<file path="src/rtl/dma_bus_scheduler.sv">
// Arbitrates the CPU-owned system bus between the RX and TX DMA engines.
// Single registered FSM; every output is a flop updated alongside the state.
module dma_bus_scheduler #(
    parameter int MAX_HOLD = 16,
    parameter bit RR_EN    = 1'b1
) (
    input  logic       Clk,
    input  logic       Rst_n,
    input  logic       Ena,
    input  logic       Rx_Req,
    input  logic       Rx_End,
    output logic       Rx_Grant,
    input  logic       Tx_Req,
    input  logic       Tx_End,
    output logic       Tx_Grant,
    output logic       Bus_req,
    input  logic       Bus_grant,
    output logic [1:0] Owner,
    output logic       Timeout
);

    localparam int HW = (MAX_HOLD > 0) ? $clog2(MAX_HOLD + 1) : 1;
    localparam logic [HW-1:0] HOLD_LAST = (MAX_HOLD > 0) ? HW'(MAX_HOLD - 1) : {HW{1'b0}};
    localparam logic [HW-1:0] HOLD_SAT  = (MAX_HOLD > 0) ? HW'(MAX_HOLD) : {HW{1'b1}};

    typedef enum logic [2:0] {
        ST_IDLE     = 3'd0,
        ST_BUS_WAIT = 3'd1,
        ST_GRANT_RX = 3'd2,
        ST_GRANT_TX = 3'd3,
        ST_RELEASE  = 3'd4
    } state_t;

    state_t          state_r;
    logic            sel_tx_r;
    logic            last_tx_r;
    logic [HW-1:0]   hold_cnt_r;

    logic            sel_next_tx_s;
    logic            sel_req_s;
    logic            sel_end_s;
    logic            normal_exit_s;
    logic            wd_hit_s;

    // Arbitration choice and exit conditions for the currently selected channel
    always_comb begin
        sel_next_tx_s = 1'b0;
        if (Rx_Req && Tx_Req) begin
            sel_next_tx_s = RR_EN ? ~last_tx_r : 1'b0;
        end else begin
            sel_next_tx_s = Tx_Req;
        end
        sel_req_s     = sel_tx_r ? Tx_Req : Rx_Req;
        sel_end_s     = sel_tx_r ? Tx_End : Rx_End;
        normal_exit_s = sel_end_s | ~sel_req_s | ~Bus_grant;
        wd_hit_s      = (MAX_HOLD != 0) && (hold_cnt_r == HOLD_LAST);
    end

    // Scheduler FSM with registered outputs
    always_ff @(posedge Clk) begin
        if (!Rst_n) begin
            state_r    <= ST_IDLE;
            sel_tx_r   <= 1'b0;
            last_tx_r  <= 1'b1;
            hold_cnt_r <= {HW{1'b0}};
            Rx_Grant   <= 1'b0;
            Tx_Grant   <= 1'b0;
            Bus_req    <= 1'b0;
            Owner      <= 2'b00;
            Timeout    <= 1'b0;
        end else begin
            Timeout <= 1'b0;
            case (state_r)
                ST_IDLE: begin
                    if (Ena && (Rx_Req || Tx_Req)) begin
                        state_r  <= ST_BUS_WAIT;
                        sel_tx_r <= sel_next_tx_s;
                        Bus_req  <= 1'b1;
                    end else begin
                        state_r  <= ST_IDLE;
                        Bus_req  <= 1'b0;
                    end
                end
                ST_BUS_WAIT: begin
                    // A withdrawn request wins over a grant arriving in the same cycle
                    if (!sel_req_s) begin
                        state_r <= ST_IDLE;
                        Bus_req <= 1'b0;
                    end else if (Bus_grant) begin
                        state_r    <= sel_tx_r ? ST_GRANT_TX : ST_GRANT_RX;
                        hold_cnt_r <= {HW{1'b0}};
                        Rx_Grant   <= ~sel_tx_r;
                        Tx_Grant   <= sel_tx_r;
                        Owner      <= sel_tx_r ? 2'b10 : 2'b01;
                    end else begin
                        state_r <= ST_BUS_WAIT;
                    end
                end
                ST_GRANT_RX, ST_GRANT_TX: begin
                    if (normal_exit_s || wd_hit_s) begin
                        state_r  <= ST_RELEASE;
                        Rx_Grant <= 1'b0;
                        Tx_Grant <= 1'b0;
                        Bus_req  <= 1'b0;
                        Owner    <= 2'b00;
                        Timeout  <= ~normal_exit_s;
                    end else begin
                        state_r <= state_r;
                        if (hold_cnt_r != HOLD_SAT) begin
                            hold_cnt_r <= hold_cnt_r + {{(HW-1){1'b0}}, 1'b1};
                        end else begin
                            hold_cnt_r <= hold_cnt_r;
                        end
                    end
                end
                ST_RELEASE: begin
                    state_r   <= ST_IDLE;
                    last_tx_r <= sel_tx_r;
                end
                default: begin
                    state_r  <= ST_IDLE;
                    Rx_Grant <= 1'b0;
                    Tx_Grant <= 1'b0;
                    Bus_req  <= 1'b0;
                    Owner    <= 2'b00;
                end
            endcase
        end
    end

endmodule

</file>
<file path="config.mk">
export PLATFORM = sky130hd
export DESIGN_NAME = dma_bus_scheduler
export DESIGN_NICKNAME = d
export VERILOG_FILES = /design/src/rtl/dma_bus_scheduler.sv
export SDC_FILE = /design/constraint.sdc
export NUM_CORES = 1
export LEC_CHECK = 0
export CAP_MARGIN = 20
export CORE_MARGIN = 5
export CORE_UTILIZATION = 34
export CTS_BUF_LIST = sky130_fd_sc_hd__clkbuf_4
export DETAILED_ROUTE_END_ITERATION = 12
export PLACE_DENSITY = 0.55
export SETUP_SLACK_MARGIN = 0.4
export SYNTH_ARGS = -nofsm -noshare
export SYNTH_HDL_FRONTEND = slang
export SYNTH_SLANG_ARGS = --single-unit
</file>
<file path="constraint.sdc">
create_clock -name Clk -period 1.95 [get_ports Clk]
set_input_delay 0.39 -clock Clk [delete_from_list [all_inputs] [get_ports Clk]]
set_output_delay 0.39 -clock Clk [all_outputs]
set_load 0.05 [all_outputs]
</file>
# After elaboration in Yosys (flattened, before gate mapping)
# Index checks and enable logic that the tools add are counted.
# op_classes
n_eq_ne	12
n_mux	29
add_sub_neg	1
n_reduce_logical	13
n_bitwise	9
# op_table
op	count
$mux 5	4
$mux 1	12
$mux 2	6
$ne 2x2->1 const B	6
$pmux 5 s2	1
$pmux 3 s3	1
$not 1->1	7
$eq 3x2->1 const B	2
$pmux 1 s3	2
$pmux 2 s3	1
$reduce_and 3->1	2
$add 5x1->5 const B	1
$eq 5x4->1 const B	1
$ne 5x5->1 const B	1
$reduce_and 5->1	1
$pmux 1 s4	1
$reduce_and 4->1	1
$reduce_or 2->1	2
$eq 3x1->1 const B	1
$eq 3x3->1 const B	1
$logic_not 3->1	1
$mux 3	1
$logic_and 1x1->1	2
$logic_or 1x1->1	2
3 further kinds	4
# word_totals
out_inout_bits	6
ff_bits	16
in_bits	8
word_cells	73

# Logic depth before layout (Yosys ltp)
# depth
word_depth	7
depth_mapped	6
depth_no_buf	6

# Least setup slack after synthesis
# OpenSTA, ideal clock, no wires.
# synth_timing
path_type	register to register
start	register hold_cnt_r[0]
end	register hold_cnt_r[4]
n_path_buf	0
setup_time_ps	125
slack_ps	332
t_arrival_ps	1493
period_less_slack_ps	1618
t_required_ps	1825
path_stages_with_launch	7
cell_sequence	dfxtp_1 > ha_1 > and3_1 > ha_1 > a211o_2 > a21oi_1 > o22ai_1
# synth_via
elab_chain_cells	4
word_cells_on_any_way	10
cone_classes	1 x add/sub; 4 x eq/ne; 3 x mux; 2 x reduce/logical
# synth_lines
item	line_no	text
from (decl)	37	logic [HW-1:0] hold_cnt_r;
from (signal assigned)	65	hold_cnt_r <= {HW{1'b0}};
from (signal assigned)	91	hold_cnt_r <= {HW{1'b0}};
from (signal assigned)	110	hold_cnt_r <= hold_cnt_r + {{(HW-1){1'b0}}, 1'b1};
$add 5x1->5 / $eq 5x4->1 (equally long branches)	110, 56	
$mux 5 / $logic_or 1x1->1 (equally long branches)	109, 100	
$mux 5 / $ne 2x2->1 (equally long branches)	-	
$pmux 5 s2 / $reduce_and 5->1 (equally long branches)	-	
# Parallel ways exist; a longest one is shown, timed or not. The select of a mux whose other input is x is not followed.
# A chain may end at the register's enable or synchronous reset.

# Worst setup path in the final report
# layout_timing
start	input Rx_End
end	register Bus_req
# layout_via
elab_chain_cells	6
# layout_lines
item	line_no	text
from (decl)	11	input logic Rx_End,
$mux 1	54	sel_end_s = sel_tx_r ? Tx_End : Rx_End;
$or 1x1->1 (2 in a row)	55	normal_exit_s = sel_end_s | ~sel_req_s | ~Bus_grant;
$logic_or 1x1->1	100	if (normal_exit_s || wd_hit_s) begin
$ne 2x2->1 (no line)	-	
$reduce_and 3->1 (no line)	-	
to (signal assigned)	68	Bus_req <= 1'b0;
to (signal assigned)	78	Bus_req <= 1'b1;
to (signal assigned)	104	Bus_req <= 1'b0;
to (decl)	16	output logic Bus_req,
# Every way passes these cells.

==> impl_table.tex <==
\begin{tabular}{lr}
\hline
Metric & Value \\
\hline
\multicolumn{2}{l}{\textbf{Global routing}} \\
Overflow after GRT & 0 \\
Initial antenna violation count & 0 \\
First-pass GRT wire length & 3.14 mm \\
Overall routing resource usage & 0.115 \\
Maximum number of pins on one net before global-route repair & 17 \\
Via count of the first global-routing pass & 740 \\
\multicolumn{2}{l}{\textbf{Finish}} \\
Layout overhead on the synthesized area & 30.3\% \\
Filler Cell Count & 267 \\
Fraction of layout cells with a size suffix above 1 & 0.274 \\
Final \#Nets & 130 \\
Antenna diodes & 0 \\
Post-route cell area & 0.00111 mm\^{}2 \\
\multicolumn{2}{l}{\textbf{STA}} \\
Final max-slew violation count & 0 \\
Worst-margin pin slew & 483 ps \\
Count of final setup violators & 0 \\
Max Freq & 659 MHz \\
Final worst hold slack & 457 ps \\
Share of the cycle needed by the critical path after routing & 0.778 \\
Final setup margin & 432 ps \\
Setup TNS & 0 ps \\
Crit path time final & 1520 ps \\
Normalized max-slew margin & 0.679 \\
Clock skew & 1.46 ps \\
Unrepaired setup endpoints after global routing & true \\
Count of endpoints failing hold in the final timing report & 0 \\
\multicolumn{2}{l}{\textbf{Synthesis}} \\
Adder-cell share of the synthesized area & 0.0441 \\
Post-Syn Instances & 98 \\
Cell types with the largest area share after synthesis & sky130\_fd\_sc\_hd\_\_dfxtp\_1 (33\%), sky130\_fd\_sc\_hd\_\_nand2\_1 (6.6\%), sky130\_fd\_sc\_hd\_\_ha\_1 (4.4\%), sky130\_fd\_sc\_hd\_\_mux2i\_1 (3.5\%), sky130\_fd\_sc\_hd\_\_nand3\_1 (3.5\%) \\
Asr flop ratio synth & 0 \\
Synth area leader & sky130\_fd\_sc\_hd\_\_dfxtp\_1 \\
Main combinational cell family by area after synthesis & simple AND/OR/NAND/NOR gates \\
Yosys cell types & 39 \\
Proportion of synthesized chip area in sequential cells & 0.329 \\
Prevailing post-synth register cell & sky130\_fd\_sc\_hd\_\_dfxtp\_1 \\
Simple logic cell fraction of the synthesized area & 0.293 \\
Syn Area/Cell & 8.68 um\^{}2 \\
Post-synthesis compound-gate area fraction & 0.226 \\
Xor/xnor share of the synthesized area & 0 \\
Post-Syn Nets & 109 \\
Synthesized flop and latch total & 14 \\
Share of synthesized area spent on multiplexers & 0.0485 \\
Count of synthesis-stage warnings from yosys & 0 \\
Top-area cell type share of the netlist area & 0.329 \\
Count of flip-flops with a built-in enable after synthesis & 0 \\
Netlist Area Pre-Place & 851 um\^{}2 \\
\multicolumn{2}{l}{\textbf{Routing}} \\
Pre-antenna DRT Iters & 4 \\
Final WL & 1.85 mm \\
Drt drc & 0 \\
Avg WL per Cell & 12.6 um \\
Average via count per standard cell & 5.30 \\
Drt initial violations & 11 \\
Antenna Nets Post-Route & 0 \\
Total vias in the final route & 779 \\
\multicolumn{2}{l}{\textbf{Power and ir drop}} \\
Power Total & 0.538 mW \\
Leak pwr & 0.424 nW \\
Worst vdd rail ir drop & 0.267 mV \\
Power per cell area & 486 mW/mm\^{}2 \\
\multicolumn{2}{l}{\textbf{Worst setup path}} \\
Depth of the worst register-to-register path & 6 \\
Largest fanout on the critical path & 4 \\
Critical path launch point type & primary input \\
Crit path arrival time & 1730 ps \\
Dominant delay contributor by cell family on the critical path & compound AO/OA/AOI/OAI gates \\
Startpoint of the worst register-to-register path & hold\_cnt\_r[1] \\
Data required time at the worst endpoint & 2160 ps \\
Worst flop-to-flop path endpoint & hold\_cnt\_r[4] \\
Slowest stage delay, CP & 400 ps \\
Worst Path Buf+Inv & 1 \\
Critical Path Slowest Stage Cell & sky130\_fd\_sc\_hd\_\_clkdlybuf4s50\_1 \\
Worst setup EP type & register \\
Class of the most critical setup path & in2reg \\
Origin of the worst setup path & Rx\_End \\
Setup slack of the worst register-to-register path & 440 ps \\
Series of cell instances along the critical path & clkdlybuf4s50\_1, nand4bb\_4, a2111oi\_4, o21ba\_1, o21ai\_1 \\
\multicolumn{2}{l}{\textbf{CTS}} \\
Total clock sinks & 14 \\
Clock transition at the register clock pins on the worst setup and hold paths after CTS & 80 ps \\
Maximum level of the CTS H-tree & 1 \\
CTS tree & built \\
Clock tree root driver cell & sky130\_fd\_sc\_hd\_\_clkbuf\_4 \\
Clock latency at the later pin of the worst-skew pair & 270 ps \\
Total of hold buffers inserted after clock tree synthesis & 0 \\
Clock tree buffer depth & 2 \\
CTS buffer count & 3 \\
\multicolumn{2}{l}{\textbf{Placement}} \\
Post-detailed-placement half-perimeter wirelength & 1.38 mm \\
Count of input and output buffers & 13 \\
Routability Congestion & 0.783 \\
Worst setup slack after placement & 1.19 ps \\
Cell area after placement & 0.00105 mm\^{}2 \\
\multicolumn{2}{l}{\textbf{Floorplan}} \\
Ports & 14 \\
\# rows & 18 \\
Die W & 60.0 um \\
Overall die height & 60.0 um \\
Core outline area & 0.00243 mm\^{}2 \\
Starting Density & 0.350 \\
Die Outline Area & 0.00360 mm\^{}2 \\
\multicolumn{2}{l}{\textbf{Job}} \\
Max-cap violations & 0 \\
\multicolumn{2}{l}{\textbf{Min path}} \\
Number of stages on the worst hold path & 2 \\
Worst hold endpoint & Bus\_req \\
Hold Path Class & reg2reg \\
Start point of the worst min-delay path & Bus\_req \\
\multicolumn{2}{l}{\textbf{Outcome}} \\
Result of the run & finished clean \\
\hline
\end{tabular}
[through the flow]
| stage | utilization | cells |
|---|---|---|
| after CTS | 0.454 | 146 |
| after detailed placement | 0.430 | 142 |
| after floorplan | - | 98 |
| final | 0.456 | 147 |
| after global placement | 0.430 | 142 |
| after global routing | 0.456 | 147 |
[how the worst max path moves through the flow]
stage	end	slack (ps)	cells after the start
2_1_floorplan	hold_cnt_r[4]	410	6
3_3_place_gp	Bus_req	30	5
3_5_place_dp	Bus_req	1	5
4_1_cts	Owner[1]	380	1
5_1_grt	Bus_req	330	6
6_report	Bus_req	430	5
[sequential cells by signal, summed over array words and instances (netlist names)]
| signal | cells |
|---|---|
| state_r | 3 |
| Bus_req | 1 |
| Timeout | 1 |
| hold_cnt_r | 5 |
| last_tx_r | 1 |
| Tx_Grant | 1 |
| Owner | 1 |
| sel_tx_r | 1 |
[synth_stat cells, types with 2 or more instances]
master	count
sky130_fd_sc_hd__nand3_1	6
sky130_fd_sc_hd__o22ai_1	2
sky130_fd_sc_hd__inv_1	5
sky130_fd_sc_hd__a21oi_1	5
sky130_fd_sc_hd__nand3b_1	2
sky130_fd_sc_hd__nor2b_1	3
sky130_fd_sc_hd__o21ai_0	2
sky130_fd_sc_hd__buf_4	2
sky130_fd_sc_hd__nor2_1	4
sky130_fd_sc_hd__a211oi_1	2
sky130_fd_sc_hd__dfxtp_1	14
sky130_fd_sc_hd__ha_1	3
sky130_fd_sc_hd__nand2_1	15
sky130_fd_sc_hd__o211ai_1	2
sky130_fd_sc_hd__clkbuf_1	3
sky130_fd_sc_hd__mux2i_1	3
sky130_fd_sc_hd__a31oi_1	2
sky130_fd_sc_hd__nand2b_1	2
[layout by cell type (no fill, tap or decap), types with 2 or more instances in the layout]
master	Yosys	routed
sky130_fd_sc_hd__o21ai_1	1	2
sky130_fd_sc_hd__nor2_1	4	4
sky130_fd_sc_hd__nor2b_1	3	3
sky130_fd_sc_hd__mux2i_1	3	3
sky130_fd_sc_hd__nand3_1	6	6
sky130_fd_sc_hd__dfxtp_1	14	11
sky130_fd_sc_hd__dlygate4sd2_1	0	4
sky130_fd_sc_hd__clkdlybuf4s50_1	0	3
sky130_fd_sc_hd__nand2b_1	2	2
sky130_fd_sc_hd__clkbuf_4	0	3
sky130_fd_sc_hd__nand2_1	15	15
sky130_fd_sc_hd__a21oi_1	5	4
sky130_fd_sc_hd__o22ai_1	2	2
sky130_fd_sc_hd__inv_1	5	5
sky130_fd_sc_hd__nand3b_1	2	2
sky130_fd_sc_hd__a31oi_1	2	2
sky130_fd_sc_hd__clkbuf_2	0	5
sky130_fd_sc_hd__buf_4	2	9
sky130_fd_sc_hd__dfxtp_2	0	3
sky130_fd_sc_hd__o211ai_1	2	2
sky130_fd_sc_hd__ha_4	0	2
[kinds of logic (layout without fill, tap and decap cells)]
family / count (synthesis) / in the layout
AOI/OAI and AO/OA: 25 / 25
adders and majority gates: 3 / 3
muxes: 4 / 4
DFF: 14 / 14
buffers and inverters: 11 / 30
and+or+nand+nor: 41 / 41
[area by class of cell]
| class | count | area (um^2) | area share |
|---|---|---|---|
| multi-input cells | 73 | 576 | 0.519 |
| inverters | 5 | 18.8 | 0.0169 |
| clock buffers | 3 | 22.5 | 0.0203 |
| repair buffers | 22 | 170 | 0.153 |
| flip-flops and latches | 14 | 284 | 0.256 |
| well taps | 30 | 37.5 | 0.0339 |
[where the power goes]
part           switching, mW  internal (mW)  total, mW
logic                 0.0419         0.0397     0.0816
registers            0.00676          0.291      0.297
clock network         0.0882         0.0713      0.160
total                  0.137          0.402      0.538
[repair_timing]
item	CTS	global route
resized for setup	18	13
pin swaps	2	3
endpoints found under the setup margin	15	13
buffers inserted	1	1
[metal layers]
layer	track usage	wire (um)	vias to the layer above	share of wire
met3	0.0259	67	2	0.036
li1	-	-	399	-
met5	0	0	-	0
met1	0.145	881	363	0.48
met2	0.191	877	15	0.47
met4	0.0380	25	0	0.014
[worst min-delay path, cell delays in order (launching register included)]
cell                      delay (ps)
sky130_fd_sc_hd__dfxtp_1         320
sky130_fd_sc_hd__nand2_1          50
sky130_fd_sc_hd__o21ai_1          50
No activity file was read; power rests on OpenSTA's default activity.
